$ cat src/rtl/dmac_ctrl_arbiter.sv
// dmac_ctrl_arbiter: round-robin arbiter that shares one mchan control target
// port between NB_REQ peripheral-bus requesters. The request path and the
// response path are both combinational. Each in-order response is routed back
// to the requester that issued it through an outstanding-transaction FIFO.
// Optional feature macro: DMAC_CTRL_ARB_LOCK_EN. When it is defined, a command
// write (add[4:0] == 0) locks arbitration to the writer for LOCK_WORDS more
// writes, or until the owner has been idle for 16 consecutive cycles.
module dmac_ctrl_arbiter #(
   parameter int NB_REQ          = 3,
   parameter int ADDR_WIDTH      = 32,
   parameter int DATA_WIDTH      = 32,
   parameter int BE_WIDTH        = DATA_WIDTH / 8,
   parameter int PE_ID_WIDTH     = 1,
   parameter int MAX_OUTSTANDING = 4,
   parameter int LOCK_WORDS      = 3
) (
   input  logic                                  clk_i,
   input  logic                                  rst_ni,
   input  logic [NB_REQ-1:0]                     req_i,
   input  logic [NB_REQ-1:0][ADDR_WIDTH-1:0]     add_i,
   input  logic [NB_REQ-1:0]                     wen_i,
   input  logic [NB_REQ-1:0][DATA_WIDTH-1:0]     wdata_i,
   input  logic [NB_REQ-1:0][BE_WIDTH-1:0]       be_i,
   input  logic [NB_REQ-1:0][PE_ID_WIDTH-1:0]    id_i,
   output logic [NB_REQ-1:0]                     gnt_o,
   output logic [NB_REQ-1:0]                     r_valid_o,
   output logic [DATA_WIDTH-1:0]                 r_rdata_o,
   output logic                                  r_opc_o,
   output logic [PE_ID_WIDTH-1:0]                r_id_o,
   output logic                                  targ_req_o,
   output logic [ADDR_WIDTH-1:0]                 targ_add_o,
   output logic                                  targ_wen_o,
   output logic [DATA_WIDTH-1:0]                 targ_wdata_o,
   output logic [BE_WIDTH-1:0]                   targ_be_o,
   output logic [PE_ID_WIDTH-1:0]                targ_id_o,
   input  logic                                  targ_gnt_i,
   input  logic                                  targ_r_valid_i,
   input  logic [DATA_WIDTH-1:0]                 targ_r_rdata_i,
   input  logic                                  targ_r_opc_i,
   input  logic [PE_ID_WIDTH-1:0]                targ_r_id_i,
   output logic                                  unexp_rsp_o
);

   localparam int IDX_W = (NB_REQ > 1) ? $clog2(NB_REQ) : 1;
   localparam int PTR_W = (MAX_OUTSTANDING > 1) ? $clog2(MAX_OUTSTANDING) : 1;
   localparam int CNT_W = PTR_W + 1;

   // Reject configurations the pointer arithmetic cannot support.
   if (NB_REQ < 2 || MAX_OUTSTANDING < 2 || (MAX_OUTSTANDING & (MAX_OUTSTANDING - 1)) != 0 ||
       LOCK_WORDS < 0 || ADDR_WIDTH < 5) begin : g_bad_cfg
      $error("dmac_ctrl_arbiter: unsupported parameter set");
   end

   logic [IDX_W-1:0] rr_ptr_q;
   logic [IDX_W-1:0] win_idx;
   logic             win_valid;
   logic [IDX_W-1:0] fifo_q [MAX_OUTSTANDING];
   logic [PTR_W-1:0] wr_ptr_q;
   logic [PTR_W-1:0] rd_ptr_q;
   logic [CNT_W-1:0] count_q;
   logic             fifo_full;
   logic             fifo_empty;
   logic             push;
   logic             pop;
   logic             unexp_q;
   logic [IDX_W-1:0] head_idx;

`ifdef DMAC_CTRL_ARB_LOCK_EN
   localparam int LCW = (LOCK_WORDS > 1) ? $clog2(LOCK_WORDS + 1) : 1;

   typedef enum logic {LK_FREE, LK_HELD} lock_state_e;

   lock_state_e      lock_st_q, lock_st_d;
   logic [IDX_W-1:0] lock_owner_q, lock_owner_d;
   logic [LCW-1:0]   lock_cnt_q, lock_cnt_d;
   logic [3:0]       idle_cnt_q, idle_cnt_d;
   logic             win_write;
`endif

   assign fifo_full  = (count_q == CNT_W'(MAX_OUTSTANDING));
   assign fifo_empty = (count_q == '0);
   assign head_idx   = fifo_q[rd_ptr_q];

   // Pick the first requester at or above rr_ptr (wrapping); a held lock overrides the search.
   always_comb begin : arb_search
      int unsigned cand;
      win_valid = 1'b0;
      win_idx   = '0;
      cand      = 0;
      for (int unsigned i = 0; i < NB_REQ; i++) begin
         cand = 32'(rr_ptr_q) + i;
         if (cand >= NB_REQ) cand = cand - NB_REQ;
         if (!win_valid && req_i[IDX_W'(cand)]) begin
            win_valid = 1'b1;
            win_idx   = IDX_W'(cand);
         end
      end
`ifdef DMAC_CTRL_ARB_LOCK_EN
      if (lock_st_q == LK_HELD) begin
         win_valid = req_i[lock_owner_q];
         win_idx   = lock_owner_q;
      end
`endif
   end

   assign targ_req_o   = win_valid && !fifo_full;
   assign targ_add_o   = win_valid ? add_i[win_idx]   : '0;
   assign targ_wen_o   = win_valid ? wen_i[win_idx]   : 1'b0;
   assign targ_wdata_o = win_valid ? wdata_i[win_idx] : '0;
   assign targ_be_o    = win_valid ? be_i[win_idx]    : '0;
   assign targ_id_o    = win_valid ? id_i[win_idx]    : '0;

   assign push = targ_req_o && targ_gnt_i;
   assign pop  = targ_r_valid_i && !fifo_empty;

   // Grant goes only to the winner, and only on a completed handshake.
   always_comb begin
      gnt_o = '0;
      if (push) gnt_o[win_idx] = 1'b1;
   end

   // Response valid is steered to the requester at the FIFO head.
   always_comb begin
      r_valid_o = '0;
      if (pop) r_valid_o[head_idx] = 1'b1;
   end

   assign r_rdata_o   = targ_r_valid_i ? targ_r_rdata_i : '0;
   assign r_opc_o     = targ_r_valid_i ? targ_r_opc_i   : 1'b0;
   assign r_id_o      = targ_r_valid_i ? targ_r_id_i    : '0;
   assign unexp_rsp_o = unexp_q;

   // Routing FIFO storage; contents are only meaningful below count_q.
   always_ff @(posedge clk_i) begin
      if (push) fifo_q[wr_ptr_q] <= win_idx;
   end

   // Round-robin pointer, FIFO pointers/occupancy and the sticky unexpected-response flag.
   always_ff @(posedge clk_i or negedge rst_ni) begin
      if (!rst_ni) begin
         rr_ptr_q <= '0;
         wr_ptr_q <= '0;
         rd_ptr_q <= '0;
         count_q  <= '0;
         unexp_q  <= 1'b0;
      end else begin
         if (push) begin
            rr_ptr_q <= (win_idx == IDX_W'(NB_REQ - 1)) ? '0 : win_idx + 1'b1;
            wr_ptr_q <= wr_ptr_q + 1'b1;
         end
         if (pop) rd_ptr_q <= rd_ptr_q + 1'b1;
         case ({push, pop})
            2'b10:   count_q <= count_q + 1'b1;
            2'b01:   count_q <= count_q - 1'b1;
            default: count_q <= count_q;
         endcase
         if (targ_r_valid_i && fifo_empty) unexp_q <= 1'b1;
      end
   end

`ifdef DMAC_CTRL_ARB_LOCK_EN
   assign win_write = push && !wen_i[win_idx];

   // Lock next-state: take on a command write, count owner writes, release on last word or idle timeout.
   always_comb begin
      lock_st_d    = lock_st_q;
      lock_owner_d = lock_owner_q;
      lock_cnt_d   = lock_cnt_q;
      idle_cnt_d   = idle_cnt_q;
      case (lock_st_q)
         LK_FREE: begin
            if (win_write && add_i[win_idx][4:0] == 5'd0 && LOCK_WORDS != 0) begin
               lock_st_d    = LK_HELD;
               lock_owner_d = win_idx;
               lock_cnt_d   = LCW'(LOCK_WORDS);
               idle_cnt_d   = '0;
            end
         end
         LK_HELD: begin
            // A grant while held always belongs to the owner, whose req_i is then high,
            // so the word-count release and the idle release never fire together.
            if (!req_i[lock_owner_q]) begin
               if (idle_cnt_q == 4'd15) begin
                  lock_st_d  = LK_FREE;
                  idle_cnt_d = '0;
               end else begin
                  idle_cnt_d = idle_cnt_q + 1'b1;
               end
            end else begin
               idle_cnt_d = '0;
            end
            if (win_write) begin
               if (lock_cnt_q == LCW'(1)) lock_st_d = LK_FREE;
               lock_cnt_d = lock_cnt_q - 1'b1;
            end
         end
         default: lock_st_d = LK_FREE;
      endcase
   end

   // Lock state register.
   always_ff @(posedge clk_i or negedge rst_ni) begin
      if (!rst_ni) begin
         lock_st_q    <= LK_FREE;
         lock_owner_q <= '0;
         lock_cnt_q   <= '0;
         idle_cnt_q   <= '0;
      end else begin
         lock_st_q    <= lock_st_d;
         lock_owner_q <= lock_owner_d;
         lock_cnt_q   <= lock_cnt_d;
         idle_cnt_q   <= idle_cnt_d;
      end
   end
`endif

endmodule

$ cat config.mk
export PLATFORM = sky130hd
export DESIGN_NAME = dmac_ctrl_arbiter
export DESIGN_NICKNAME = d
export VERILOG_FILES = /design/src/rtl/dmac_ctrl_arbiter.sv
export SDC_FILE = /design/constraint.sdc
export NUM_CORES = 1
export LEC_CHECK = 0
export CORE_AREA = 2 2 141 143
export DETAILED_ROUTE_END_ITERATION = 8
export DIE_AREA = 0 0 143 145
export GPL_TIMING_DRIVEN = 1
export PLACE_DENSITY_LB_ADDON = 0.2
export REMOVE_ABC_BUFFERS = 1
export SLEW_MARGIN = 15
export SYNTH_ARGS = -nofsm -noshare
export SYNTH_HDL_FRONTEND = slang
export SYNTH_SLANG_ARGS = --single-unit
$ cat constraint.sdc
create_clock -name clk_i -period 6.4 [get_ports clk_i]
set_input_delay 0.64 -clock clk_i [delete_from_list [all_inputs] [get_ports clk_i]]
set_output_delay 0.64 -clock clk_i [all_outputs]
set_load 0.02 [all_outputs]
==> metrics.md <==
| Metric | Value |
|---|---|
| Tightest Hold Check Type | register to register |
| Met3 WL | 1.43 mm |
| Die Outline Area | 20700 um2 |
| Core Region | 19200 um2 |
| Effective utilization at floorplan | 0.184 |
| Timing-limited maximum frequency | 213 MHz |
| DRC violations left | 0 |
| Number of enable flip-flop cells after synthesis | 8 |
| Worst endpoint data arrival time | 4.05 ns |
| Number of nets in the final layout | 1051 |
| Placed cell areas | 7290 um2 |
| Proportion of layout cells with a drive suffix above 1 | 0.120 |
| Clk pin slew, worst setup/hold paths | 0.05 ns |
| Slowest-stage cell, CP | o31a_4 |
| Primary FF master, synth | dfrtp_1 |
| Global-route wire length before repair | 27.9 mm |
| Hold violation count in the final report | 0 |
| Actual transition at the worst max-transition pin | 0.868 ns |
| Number of DRC violations after detailed-routing iteration 0 | 154 |
| Count of final setup violators | 0 |
| Result of the run | finished clean |
| Worst Path Max Fanout | 44 |
| Synthesized-area fraction occupied by ao, oa, aoi and oai cells | 0.493 |
| Count of buffers added by post-CTS timing repair for setup | 0 |
| Met2 WL post-DR | 9.39 mm |
| CTS buffer count | 3 |
| Top area cells in the synthesized netlist | o211ai_2 (25%), o21ai_0 (20%), inv_1 (8.9%) |
| Fin crit period | 4.69 ns |
| Number of detailed-routing iterations run before antenna repair | 4 |
| Count leader, synth | o21ai_0 |
| H-tree level count | 1 |
| Critical Setup Path Class | input pin to output port |
| Combinational family with the most area after synthesis | compound AO/OA/AOI/OAI gates |
| Initial antenna violation count | 5 |
| WL per Instance | 17.6 um |
| Count of cells resized by post-cts repair | 0 |
| Cell at the root of the clock tree | clkbuf_16 |
| Post-Route M1 WL | 7.37 mm |
| Mapped Area | 3530 um2 |
| Number of buffer cells added on primary ports | 362 |
| Synth warn | 0 |
| Portion of netlist area occupied by mux cells | 0.0283 |
| Number of global-route vias before repair | 4659 |
| Worst Skew | 0.00187 ns |
| Total number of vias | 4621 |
| Internal reg-to-reg setup slack | 2.97 ns |
| DPL Wire Length | 14.5 mm |
| Smallest hold slack | 0.468 ns |
| Maximum cell stage delay along the critical path | 0.78 ns |
| Clock sink total | 18 |
| Total wire length | 18.6 mm |
| Simple-gate share of the synthesized area | 0.118 |
| Floorplan row count | 51 |
| Worst-case setup margin in the final layout | 1.71 ns |
| Die outline height | 145 um |
| Antenna-violating nets left | 0 |
| Top metal layer carrying routed signals | met5 |
| Crit path launch type | input pin |
| I/O pin count | 363 |
| Slew Limit Headroom | 0.420 |
| CTS tree | done |
| PwrDens | 425 nW/um2 |
| Top post-synthesis cells by count | o21ai_0 (142), inv_1 (84), o211ai_2 (70) |
| Summed area of non-filler cells in the final layout | 7390 um2 |
| GRT Resource Usage Total | 0.171 |
| Area leader, netlist | o211ai_2 |
| Maximum count of clock buffers along a single path | 2 |
| Peak supply drop | 0.000310 V |
| Total overflow reported by the global router | 0 |
| Critical Path End Type | output port |
| Asr flop ratio synth | 0.556 |
| Total negative slack for setup checks | 0 ns |
| Worst slack after detailed placement | 1.71 ns |
| Horizontal die dimension | 143 um |
| Area share of the largest cell type after synthesis | 0.248 |
| Max-slew violation count | 0 |
| Final critical-path share of the clock period | 0.733 |
| Number of standard cells after synthesis | 461 |
| Mean cell area of the mapped netlist | 7.66 um2 |
| Sequential share of the synthesized area | 0.139 |
| Most frequent CP cell | clkdlybuf4s50_1 |
| Xor/xnor cell area share of the yosys netlist | 0.0149 |
| Global placer's final weighted congestion | 0.928 |
| Cell variety after synth | 49 |
| Cells traversed along the worst timing path | clkdlybuf4s50_1 > a22o_1 > a222oi_1 > o31a_4 > buf_12 > o211ai_2 > clkdlybuf4s50_1 |
| Leakage Power | 2.93 nW |
| Largest net degree at the start of global routing | 72 |
| Via/cell ratio | 4.36 |
| Setup repair after global routing missed its margin | no |
| Number of violations of the max-capacitance limit | 0 |
| Post-CTS Hold Fix Bufs | 0 |
| Later-pin clock latency in the skew report | 0.25 ns |
| Area growth from synthesis to layout | 109% |
| Flip-flop and latch count after synthesis | 18 |
| Adder-cell share of the synthesized area | 0.0340 |
| Required time worst endpoint | 5.76 ns |
## cell families after synthesis
logic type | Yosys count
AO/OA/AOI/OAI | 230
buffers and inverters | 126
AND/OR/NAND/NOR | 65
flip-flops | 18
adder cells (fa/ha/maj) | 9
multiplexers | 7
XOR/XNOR | 6
## metal layers
| layer | up-vias | global-route usage |
|---|---|---|
| met2 | 178 | 0.309 |
| li1 | 2282 | - |
| met3 | 27 | 0.0383 |
| met5 | - | 0 |
| met4 | 2 | 0.0441 |
| met1 | 2132 | 0.202 |
## metrics by stage
stage / std cells / power [W] / util
final: 1059 / 0.00314 / 0.385
after global routing: 1058 / 0.00335 / 0.384
after CTS: 1055 / 0.00318 / 0.384
after detailed placement: 1051 / 0.00303 / 0.379
after global placement: 1051 / 0.00304 / 0.379
after floorplan: 419 / 0.00173 / -
## flip-flops by register name, indices dropped and copies added (netlist names)
signal	count
count_q	3
fifo_q	8
rd_ptr_q	2
wr_ptr_q	2
rr_ptr_q	2
unexp_rsp_o	1
## critical path: cells and delay by family
| family | cells | cell delay, ns |
|---|---|---|
| AOI/OAI and AO/OA | 4 | 1.88 |
| buffers and inverters | 3 | 1.43 |
## cells in the final DEF, fill, tap and decap left out, drive strengths merged, types with 2 or more instances in the layout
cell	count
inv	84
nand3b	2
edfxtp	8
a21oi	2
nor2	2
clkbuf	4
mux4	2
diode	4
buf	5
xnor2	5
nor2b	2
clkdlybuf4s50	362
nor3b	3
and2	40
o211ai	70
ha	8
nand2	2
nor3	2
mux2	4
a31oi	2
or2	2
o21ai	142
dfrtp	10
or3b	2
nand2b	3
## where the power goes
part	total (W)	switching (W)	internal, W
sequential	0.000212	0.0000344	0.000177
combinational	0.00279	0.00152	0.00127
clock	0.000137	0.0000420	0.0000951
total	0.00314	0.00159	0.00154
## path summary, 6_finish.rpt
check,startpoint,to,depth (start not counted)
max,req_i[1],targ_add_o[3],7
min,unexp_rsp_o$_DFFE_PN0P_,unexp_rsp_o$_DFFE_PN0P_,1
max reg2reg,rr_ptr_q[1]$_DFFE_PN0P_,count_q[2]$_DFFE_PN0P_,12
min reg2reg,unexp_rsp_o$_DFFE_PN0P_,unexp_rsp_o$_DFFE_PN0P_,1
max in group asynchronous,rst_ni,count_q[2]$_DFFE_PN0P_,1
min in group asynchronous,rst_ni,wr_ptr_q[0]$_DFFE_PN0P_,1
## layout make-up
class | count | area, um2
Timing Repair Buffer | 367 | 3670
Antenna cell | 4 | 10.0
Fill cell | 1949 | 11800
Sequential cell | 18 | 490
Multi-Input combinational cell | 317 | 2480
Inverter | 84 | 315
Clock buffer | 4 | 88.8
Tap cell | 265 | 332
(Power assumes the default switching activity.)
